## src/rtl/edge_setup.sv

```systemverilog
// Per-frame triangle setup: latches three vertices at (480,0), computes column-0 edge values
// with a shared shift-add multiplier, then steps them per line. Option: EDGE_SETUP_CULL_EN (back-face cull).
module edge_setup (
  input  logic               clk,
  input  logic               reset,
  input  logic [9:0]         x,
  input  logic [9:0]         y,
  input  logic               vtx_valid,
  input  logic signed [10:0] vtx_x0,
  input  logic signed [10:0] vtx_x1,
  input  logic signed [10:0] vtx_x2,
  input  logic signed [10:0] vtx_y0,
  input  logic signed [10:0] vtx_y1,
  input  logic signed [10:0] vtx_y2,
  output logic signed [19:0] y_screen_v0,
  output logic signed [19:0] y_screen_v1,
  output logic signed [19:0] y_screen_v2,
  output logic signed [19:0] e0_init_t1,
  output logic signed [19:0] e1_init_t1,
  output logic signed [19:0] e2_init_t1,
  output logic               setup_busy
);

  typedef enum logic [2:0] {S_IDLE, S_LATCH, S_DELTA, S_MUL, S_SUM, S_LOAD} state_t;

`ifdef EDGE_SETUP_CULL_EN
  localparam int NUM_PROD = 8;
`else
  localparam int NUM_PROD = 6;
`endif
  localparam logic [2:0] LAST_PROD = 3'(NUM_PROD - 1);

  state_t state, state_next;

  logic signed [10:0] sx [3];
  logic signed [10:0] sy [3];
  logic signed [11:0] da [3];
  logic signed [11:0] db [3];
  logic [19:0] prod [NUM_PROD];
  logic [19:0] sum [3];
  logic [19:0] e_init [3];
  logic [19:0] ys [3];
  logic [19:0] d_step [3];
`ifdef EDGE_SETUP_CULL_EN
  logic [19:0] area;
`endif

  logic [23:0] acc, acc_next, partial;
  logic [3:0]  bit_cnt;
  logic [2:0]  prod_idx;
  logic [11:0] op_a, op_b, mag_a, mag_b;
  logic        flip, neg;
  logic [19:0] prod_val;
  logic        latch_pt, step_pt, mul_last;

  assign latch_pt = (y == 10'd480) && (x == 10'd0);
  assign step_pt  = (x == 10'd799) && ((y == 10'd524) || (y < 10'd479));
  assign mul_last = (bit_cnt == 4'd11);

  // State register
  always_ff @(posedge clk) begin
    if (reset) state <= S_IDLE;
    else       state <= state_next;
  end

  // Next-state logic
  always_comb begin
    state_next = state;
    case (state)
      S_IDLE:  if (latch_pt) state_next = S_LATCH;
      S_LATCH: state_next = S_DELTA;
      S_DELTA: state_next = S_MUL;
      S_MUL:   if (mul_last && (prod_idx == LAST_PROD)) state_next = S_SUM;
      S_SUM:   state_next = S_LOAD;
      S_LOAD:  state_next = S_IDLE;
      default: state_next = S_IDLE;
    endcase
  end

  // FSM outputs
  always_comb begin
    setup_busy = (state != S_IDLE);
  end

  // Product schedule: x_k*A_k, then y_k*B_k, then the two area terms written as -(B2*A0), -(A2*B0)
  always_comb begin
    op_a = '0;
    op_b = '0;
    flip = 1'b0;
    case (prod_idx)
      3'd0: begin op_a = {sx[0][10], sx[0]}; op_b = da[0]; end
      3'd1: begin op_a = {sx[1][10], sx[1]}; op_b = da[1]; end
      3'd2: begin op_a = {sx[2][10], sx[2]}; op_b = da[2]; end
      3'd3: begin op_a = {sy[0][10], sy[0]}; op_b = db[0]; end
      3'd4: begin op_a = {sy[1][10], sy[1]}; op_b = db[1]; end
      3'd5: begin op_a = {sy[2][10], sy[2]}; op_b = db[2]; end
`ifdef EDGE_SETUP_CULL_EN
      3'd6: begin op_a = db[2]; op_b = da[0]; flip = 1'b1; end
      3'd7: begin op_a = da[2]; op_b = db[0]; flip = 1'b1; end
`endif
      default: ;
    endcase
    mag_a    = op_a[11] ? (12'd0 - op_a) : op_a;
    mag_b    = op_b[11] ? (12'd0 - op_b) : op_b;
    neg      = op_a[11] ^ op_b[11] ^ flip;
    partial  = mag_b[bit_cnt] ? ({12'd0, mag_a} << bit_cnt) : 24'd0;
    acc_next = acc + partial;
    prod_val = neg ? (20'd0 - acc_next[19:0]) : acc_next[19:0];
  end

  always_ff @(posedge clk) begin
    if (reset) begin
      for (int k = 0; k < 3; k++) begin
        sx[k] <= '0; sy[k] <= '0; da[k] <= '0; db[k] <= '0;
        sum[k] <= '0; e_init[k] <= '0; ys[k] <= '0; d_step[k] <= '0;
      end
      for (int i = 0; i < NUM_PROD; i++) prod[i] <= '0;
      acc      <= '0;
      bit_cnt  <= '0;
      prod_idx <= '0;
`ifdef EDGE_SETUP_CULL_EN
      area     <= '0;
`endif
    end else begin
      case (state)
        S_IDLE: begin
          if (latch_pt) begin
            if (vtx_valid) begin
              sx[0] <= vtx_x0; sx[1] <= vtx_x1; sx[2] <= vtx_x2;
              sy[0] <= vtx_y0; sy[1] <= vtx_y1; sy[2] <= vtx_y2;
            end
          end else if (step_pt) begin
            for (int k = 0; k < 3; k++) e_init[k] <= e_init[k] - d_step[k];
          end
        end
        S_LATCH: begin
          for (int k = 0; k < 3; k++) begin
            da[k] <= {sy[(k+1)%3][10], sy[(k+1)%3]} - {sy[k][10], sy[k]};
            db[k] <= {sx[(k+1)%3][10], sx[(k+1)%3]} - {sx[k][10], sx[k]};
          end
        end
        S_DELTA: begin
          acc      <= '0;
          bit_cnt  <= '0;
          prod_idx <= '0;
        end
        S_MUL: begin
          if (mul_last) begin
            prod[prod_idx] <= prod_val;
            acc            <= '0;
            bit_cnt        <= '0;
            prod_idx       <= prod_idx + 3'd1;
          end else begin
            acc     <= acc_next;
            bit_cnt <= bit_cnt + 4'd1;
          end
        end
        S_SUM: begin
          for (int k = 0; k < 3; k++) sum[k] <= prod[3+k] - prod[k];
`ifdef EDGE_SETUP_CULL_EN
          area <= prod[6] - prod[7];
`endif
        end
        S_LOAD: begin
          for (int k = 0; k < 3; k++) begin
            e_init[k] <= sum[k];
            ys[k]     <= {{9{sy[k][10]}}, sy[k]};
            d_step[k] <= {{8{db[k][11]}}, db[k]};
`ifdef EDGE_SETUP_CULL_EN
            // Clockwise or degenerate: every edge reads outside, nothing steps
            if (area[19] || (area == 20'd0)) begin
              e_init[k] <= 20'hFFFFF;
              ys[k]     <= '0;
              d_step[k] <= '0;
            end
`endif
          end
        end
        default: ;
      endcase
    end
  end

  assign e0_init_t1  = e_init[0];
  assign e1_init_t1  = e_init[1];
  assign e2_init_t1  = e_init[2];
  assign y_screen_v0 = ys[0];
  assign y_screen_v1 = ys[1];
  assign y_screen_v2 = ys[2];

endmodule

```

## config.mk

```make
export PLATFORM = sky130hd
export DESIGN_NAME = edge_setup
export DESIGN_NICKNAME = d
export VERILOG_FILES = /design/src/rtl/edge_setup.sv
export SDC_FILE = /design/constraint.sdc
export NUM_CORES = 1
export LEC_CHECK = 0
export ABC_AREA = 1
export BUFFER_PORTS_ARGS = -buffer_cell sky130_fd_sc_hd__buf_2
export CORE_ASPECT_RATIO = 0.6
export CORE_MARGIN = 4
export CORE_UTILIZATION = 51
export CTS_CLUSTER_SIZE = 20
export DETAILED_ROUTE_END_ITERATION = 7
export PLACE_DENSITY = 0.67
export SLEW_MARGIN = 20
export SYNTH_ARGS = -nofsm -noshare
export SYNTH_HDL_FRONTEND = slang
export SYNTH_SLANG_ARGS = --single-unit
```

## constraint.sdc

```tcl
create_clock -name clk -period 11.7 [get_ports clk]
set_input_delay 1.755 -clock clk [delete_from_list [all_inputs] [get_ports clk]]
set_output_delay 1.755 -clock clk [all_outputs]
set_load 0.005 [all_outputs]
```

==> impl_metrics.csv, run 1 <==
group,metric,value,unit
status,run_status,"complete, no violations",
sta,fmax,0.139,GHz
pwr,seq_power_share,48.1,%
routing,route.vias.total,25069,
worst_setup_path,critical_path_class,"reg2reg",
clock_network,cts_setup_buffers,0,
job,maxCapViolations,0,
clock_network,cts_resized,0,
clock_network,clock_latency,0.62,ns
final_layout,finish.net_count,3983,
placed_design,numPlacedInstances,4392,
pwr,irDropWorstVdd,0.0000966,V
clock_network,cts_tree,"done",
pwr,combPwrFrac,12.1,%
global_route,grt_max_degree,70,
die,floorplan.initialDensity,51.5,%
final_layout,share_of_the_core_filled_with_cells,57.3,%
global_route,grt_pass1_vias,22462,
pwr,intPower,3.04,mW
yosys,async_flop_share,0,%
yosys,synth_ff_type,"edfxtp_1",
sta,setup-violations-final,0,
yosys,ys_seq_area_share,47.4,%
yosys,synthCells,3502,
yosys,synthesis.area,0.0296,sq mm
hold_path,min_from,"acc[5]",
worst_setup_path,r2r_cells,35,
sta,final_hold_viol_count,0,
worst_setup_path,endpoint_kind,"register",
worst_setup_path,critical_path.reg2reg.startpoint,"prod_idx[2]",
clock_network,cts.clk_slew.worst_paths,0.06,ns
pwr,p_total,4.15,mW
final_layout,sequential_cell_area_in_the_final_layout,0.0140,sq mm
pwr,sw_frac_of_total,26.8,%
yosys,synth_enable_flop_cells,447,
pwr,netSwitchingPower,1.11,mW
die,top_level_pins,210,
yosys,syn_area_per_cell,8.45,sq um
placed_design,dp_worst_setup_slack,4.82,ns
final_layout,instances_no_fill,4482,
die,rows,68,
worst_setup_path,worst_ep_required_time,12.03,ns
global_route,first_pass_grt_wire_length,136000,um
pwr,leakage_power,15.0,nW
placed_design,placement.cell_area,0.0312,sq mm
routing,post-route-drc-count,0,
sta,tightestPinTransition,1.27,ns
routing,number_of_design_rule_violations_left_by_the_first_detailed_router_iteration,3304,
sta,holdWs,0.476,ns
hold_path,hold_class,"reg2reg",
sta,rsz0062_at_grt,"false",
routing,firstDrtPassIters,6,
global_route,global_route.usage.total,28.4,%
hold_path,number_of_cells_on_the_worst_hold_path,2,
die,core,0.0574,sq mm
die,die_area,0.0621,sq mm
yosys,area_share_of_the_leading_cell_type_in_the_synthesized_netlist,45.4,%
placed_design,gp_routability_congestion,1.01,
placed_design,hpwlAfterDp,68700,um
clock_network,cts.sinks,477,
worst_setup_path,crit_slowest_cell,"inv_1",
yosys,top_area_cells_in_the_synthesized_netlist,"edfxtp_1, ha_1, nand2_1, inv_1, nor2_1",
worst_setup_path,critical_path.startpoint_type,"register",
pwr,cellPowerDensity,126,mW/mm^2
yosys,ys_types,61,
final_layout,area_growth_syn_to_layout,11.1,%
die,fp.dieW,319,um
clock_network,numCtsBuffers,49,
global_route,antenna_violations_before_repair,4,
worst_setup_path,worst-endpoint-arrival,7.53,ns
final_layout,design_area,0.0329,sq mm
sta,finalWorstSetupSlack,4.50,ns
worst_setup_path,critical_path_peak_fanout,29,
sta,period_utilization,61.5,%
sta,final.min_clock_period,7.20,ns
routing,avgRoutedWirePerCell,20.2,um
sta,final_max_slew_viol_count,0,
yosys,synth-seq-cells,477,
clock_network,h-tree-depth,2,
placed_design,placement.io_buffers,209,
yosys,mappedNetlistNets,3812,
global_route,gr-total-overflow,0,
sta,final.setup.tns,0,ns
final_layout,filler_cell_count,5240,
final_layout,multi_input_comb_area,0.0130,sq mm
final_layout,layout_cell_share_with_drive_strength_beyond_1,10.1,%
yosys,yosysWarningCount,0,
worst_setup_path,timing.critical_path.from,"prod_idx[2]",
worst_setup_path,worst_path_largest_cell_delay,0.46,ns
clock_network,clk_root_buffer_cell,"clkbuf_16",
pwr,share_clk_of_total_power,39.9,%
clock_network,clock_tree.buffer_depth,3,
routing,vias_per_cell,5.59,
sta,final_worst_clock_skew,0.0460,ns
clock_network,cts-hold-fix-buffers,0,
yosys,synth_top_area_cell,"edfxtp_1",
routing,finalWirelength,90400,um
die,die_h,195,um
routing,antenna_left,0,
sta,timing.max_slew.rel_slack,14.6,%
-- cell usage after synthesis (7+ instances only) --
cell	number
o211ai_1	12
or2_2	7
clkbuf_1	62
edfxtp_1	447
ha_1	208
nand3_1	138
nor3_1	34
a21o_1	15
buf_6	8
dfxtp_1	30
o21ai_0	262
buf_4	29
nand3b_1	10
a21oi_1	305
o21a_1	22
nor2_2	9
xor2_1	26
buf_2	7
xnor2_1	19
nand2_1	647
nand4_1	23
nand3_2	8
fa_1	13
inv_2	9
o21ai_1	13
a31oi_1	23
nor2_1	476
nand2_2	8
nor4_1	7
inv_1	541
o21bai_1	22
-- power groups by stage --
stage / Sequential [mW] / Clock, mW / Combinational [mW]
detailed placement: 2.03 / 0 / 0.486
global route: 2.00 / 1.75 / 0.560
global placement: 2.03 / 0 / 0.481
floorplan: 2.01 / 0 / 0.334
CTS: 1.99 / 1.68 / 0.490
finish: 2.00 / 1.65 / 0.502
-- worst max-delay path: cells and delay by family (launching register included) --
| family | cells | cell delay, ns |
|---|---|---|
| fa+ha+maj | 3 | 1.09 |
| xor+xnor | 1 | 0.28 |
| flops | 1 | 0.30 |
| simple gates | 19 | 3.01 |
| buf+inv | 8 | 1.76 |
| compound gates | 4 | 0.44 |
-- area by class of cell --
type	count	area share, %
inverter	553	6.31
tap	770	2.93
clock inverter	36	1.21
multi-input combinational	2362	39.4
timing repair buffer	230	3.66
sequential	477	42.6
clock buffer	53	3.84
antenna	1	0.00761
-- flip-flops by register name, summed over array words and instances, names as in the netlist --
name	cells
state	3
bit_cnt	4
sy	33
da	36
ys	33
db	36
sum	60
d_step	36
sx	33
prod_idx	3
e_init	60
prod	120
acc	20
-- worst paths after layout --
check                 to  slack [ns]
max reg2reg  prod[4][18]        4.50
max          prod[4][18]        4.50
min reg2reg       acc[5]        0.48
min               acc[5]        0.48
-- cell usage in the layout (no fill, tap or decap), drive strengths merged, types with 3 or more instances in the layout --
cell / n
nor4: 7
dfxtp: 30
nand3: 146
o21a: 22
nor2: 489
nor3b: 3
inv: 554
ha: 208
clkbuf: 53
a22o: 3
a21o: 15
fa: 13
edfxtp: 447
nor3: 36
a31oi: 24
bufinv: 7
o211ai: 13
a21boi: 5
a21oi: 306
nand2: 657
nand3b: 10
o21ai: 275
o22ai: 5
clkinv: 26
buf: 230
o21bai: 22
or2: 10
xnor2: 20
o31ai: 5
nand4: 24
xor2: 28
-- routing by layer --
| metal | vias up | share of wire (%) | global-route usage [%] |
|---|---|---|---|
| li1 | 12016 | - | - |
| met1 | 11730 | 48 | 45.9 |
| met2 | 1208 | 36 | 35.0 |
| met3 | 109 | 14 | 11.3 |
| met4 | 6 | 1.7 | 5.46 |
| met5 | - | 0.19 | 1.69 |
-- kinds of logic after synthesis --
logic type | count (synthesis) | synth area share (%)
AO/OA/AOI/OAI | 707 | 13.0
buffers and inverters | 663 | 9.01
XOR/XNOR | 48 | 1.50
adder cells (fa/ha/maj) | 221 | 9.67
AND/OR/NAND/NOR | 1385 | 19.4
flip-flops | 477 | 47.4
multiplexers | 1 | 0.0338
No activity file was read; power rests on OpenSTA's default activity.
==> inputs of run 2 (changes only) <==
- ABC_AREA: 1 -> 0
- clock period: 11.7 -> 7.08 ns (I/O delays scaled with it)
==> impl_metrics.csv, run 2 <==
group,metric,value,unit
worst_setup_path,crit_slowest_cell,"a21oi_1",
die,rows,67,
sta,rsz0062_at_grt,"false",
hold_path,min_from,"acc[2]",
die,core,0.0560,sq mm
clock_network,clock_latency,0.59,ns
die,die_h,193,um
job,maxCapViolations,0,
placed_design,numPlacedInstances,3749,
yosys,area_share_of_the_leading_cell_type_in_the_synthesized_netlist,46.4,%
clock_network,clock_tree.buffer_depth,3,
final_layout,instances_no_fill,3843,
pwr,intPower,4.85,mW
sta,timing.max_slew.rel_slack,18.3,%
global_route,grt_max_degree,97,
sta,final.min_clock_period,6.81,ns
hold_path,hold_class,"reg2reg",
yosys,yosys-top-cells-count,"edfxtp_1, nor2_1, inv_1, ha_1, nand2_1",
yosys,ys_types,85,
sta,final_hold_viol_count,0,
routing,avgRoutedWirePerCell,21.5,um
worst_setup_path,critical_path_class,"reg2reg",
final_layout,share_of_the_core_filled_with_cells,58.2,%
sta,tightestPinTransition,1.22,ns
worst_setup_path,worst-endpoint-arrival,7.22,ns
pwr,leakage_power,13.5,nW
yosys,yosysWarningCount,0,
yosys,synthMostInstantiatedCell,"edfxtp_1",
clock_network,h-tree-depth,2,
pwr,seq_power_share,49.9,%
final_layout,area_growth_syn_to_layout,12.6,%
pwr,sw_frac_of_total,25.1,%
die,die_area,0.0608,sq mm
pwr,netSwitchingPower,1.62,mW
routing,antenna_left,0,
clock_network,cts.clk_slew.worst_paths,0.06,ns
sta,final.setup.tns,0,ns
placed_design,placement.io_buffers,209,
final_layout,layout_cell_share_with_drive_strength_beyond_1,14.1,%
pwr,combPwrFrac,11.2,%
status,run_status,"complete, no violations",
worst_setup_path,critical_path.reg2reg.startpoint,"prod_idx[0]",
sta,period_utilization,96.2,%
global_route,grt_pass1_vias,21628,
worst_setup_path,worst_path_largest_cell_delay,0.55,ns
global_route,antenna_violations_before_repair,2,
placed_design,hpwlAfterDp,62800,um
sta,final_worst_clock_skew,0.0178,ns
yosys,synth_top_area_cell,"edfxtp_1",
worst_setup_path,worstReg2RegEnd,"prod[0][19]",
final_layout,reg.largest.list,"prod: 120 flops, e_init: 60 flops, sum: 60 flops",
worst_setup_path,critical_path_peak_fanout,14,
sta,final_max_slew_viol_count,0,
yosys,mappedNetlistNets,3162,
worst_setup_path,worst_ep_required_time,7.49,ns
final_layout,filler_cell_count,4835,
die,top_level_pins,210,
yosys,top_area_cells_in_the_synthesized_netlist,"edfxtp_1, ha_1, nor2_1, inv_1, o21ai_0",
placed_design,dp_worst_setup_slack,-0.0410,ns
hold_path,worstHoldEndpoint,"acc[2]",
sta,setup-violations-final,0,
global_route,gr-total-overflow,0,
routing,vias_per_cell,5.84,
yosys,async_flop_share,0,%
clock_network,cts_tree,"done",
global_route,global_route.usage.total,27.0,%
clock_network,clk_root_buffer_cell,"clkbuf_16",
yosys,ys_seq_area_share,48.4,%
yosys,synthesis.area,0.0290,sq mm
final_layout,most_used_cells_in_the_layout_excluding_fill_and_tap_cells,"edfxtp_1, nor2_1, inv_1",
clock_network,cts.sinks,477,
sta,fmax,0.147,GHz
pwr,cellPowerDensity,198,mW/mm^2
routing,number_of_design_rule_violations_left_by_the_first_detailed_router_iteration,2641,
final_layout,finish.net_count,3358,
worst_setup_path,endpoint_kind,"register",
routing,post-route-drc-count,0,
pwr,irDropWorstVdd,0.000160,V
hold_path,number_of_cells_on_the_worst_hold_path,2,
yosys,synth-seq-cells,477,
routing,route.vias.total,22450,
clock_network,numCtsBuffers,48,
worst_setup_path,worst-r2r-setup-slack,0.27,ns
final_layout,register_with_the_highest_flop_count,"prod",
die,floorplan.initialDensity,51.7,%
worst_setup_path,timing.critical_path.max_delay_family,"compound AO/OA/AOI/OAI gates",
worst_setup_path,cp.buffers_inverters,4,
worst_setup_path,critical_path.startpoint_type,"register",
sta,finalWorstSetupSlack,0.272,ns
yosys,synth_enable_flop_cells,447,
worst_setup_path,r2r_cells,25,
yosys,synth_ff_type,"edfxtp_1",
final_layout,mostFrequentLayoutCell,"edfxtp_1",
final_layout,largest_register_ffs,120,
yosys,syn_area_per_cell,10.2,sq um
yosys,synthCells,2852,
pwr,p_total,6.47,mW
pwr,share_clk_of_total_power,38.9,%
placed_design,gp_routability_congestion,0.932,
routing,firstDrtPassIters,5,
routing,finalWirelength,82700,um
die,fp.dieW,316,um
global_route,first_pass_grt_wire_length,126000,um
## run 2: worst max-delay path by stage
stage | from | end | slack (ns) | cells after the start
floorplan | prod_idx[2] | prod[0][18] | 0.04 | 31
global placement | prod_idx[1] | prod[1][19] | 0.29 | 27
detailed placement | prod_idx[0] | prod[2][19] | -0.04 | 28
CTS | prod_idx[1] | prod[2][19] | 0.01 | 29
global route | prod_idx[1] | prod[0][19] | 0.02 | 30
finish | prod_idx[0] | prod[0][19] | 0.27 | 25
## run 2: metrics by stage
step                      hold WS (ns)  area (sq um)
final                            0.494         32600
after global routing             0.541         32600
after CTS                        0.500         32300
after detailed placement         0.485         30800
after global placement           0.474         30800
after floorplan                  0.461         29000
## run 2: timing repair
action,CTS,global route
gates cloned,0,0
resized for setup,2,46
hold buffers,0,0
pin swaps,1,11
buffers inserted,1,6
endpoints found under the setup margin,6,63
## run 2: cell families after synthesis
group	count (synthesis)	share of synthesized area [%]
and+or+nand+nor	984	16.6
xor gates and xnor gates	156	4.77
buffers and inverters	399	5.71
muxes	34	1.44
AOI/OAI and AO/OA	581	13.2
DFF	477	48.4
adders and majority gates	221	9.89
## run 2: power groups by stage
stage	clock network, mW	registers [mW]	logic [mW]
finish	2.51	3.23	0.727
global route	2.68	3.23	0.802
CTS	2.55	3.23	0.705
detailed placement	0	3.29	0.698
global placement	0	3.28	0.675
floorplan	0	3.26	0.490
## run 2: area by class of cell
type | instances | area (sq um) | share of cell area, %
flip-flops and latches | 477 | 14000 | 43.0
multi-input cells | 1976 | 13500 | 41.6
repair buffers | 280 | 1590 | 4.88
clock buffers | 63 | 1280 | 3.92
inverters | 265 | 995 | 3.05
well taps | 759 | 950 | 2.91
clock inverters | 21 | 209 | 0.641
diodes | 2 | 5.00 | 0.0153
## run 2: worst register-to-register path, cell delays in order (launching register included)
cell and delay [ns]:
dfxtp_2 0.39, inv_1 0.14, ha_1 0.24, buf_4 0.18, buf_4 0.21, a22oi_1 0.20, a22oi_1 0.16, a21oi_1 0.55
and3_1 0.32, a41oi_1 0.17, xnor2_1 0.17, a211o_1 0.39, o211ai_1 0.15, and2_1 0.41, a21oi_1 0.13, ha_1 0.41
inv_1 0.12, and3_1 0.17, a2111oi_2 0.36, o211ai_1 0.20, or2_4 0.32, nor4_4 0.31, nand3_1 0.12, o21ai_2 0.17
xnor3_2 0.43, nor3_1 0.21
## run 2: per-layer routing
metal | wire (um) | vias to the layer above | share of wire (%) | track usage (%)
li1 | - | 10521 | - | -
met1 | 39300 | 10808 | 48 | 42.2
met2 | 32400 | 1009 | 39 | 37.1
met3 | 9300 | 112 | 11 | 7.27
met4 | 1650 | 0 | 2.0 | 5.94
met5 | 0 | - | 0 | 0
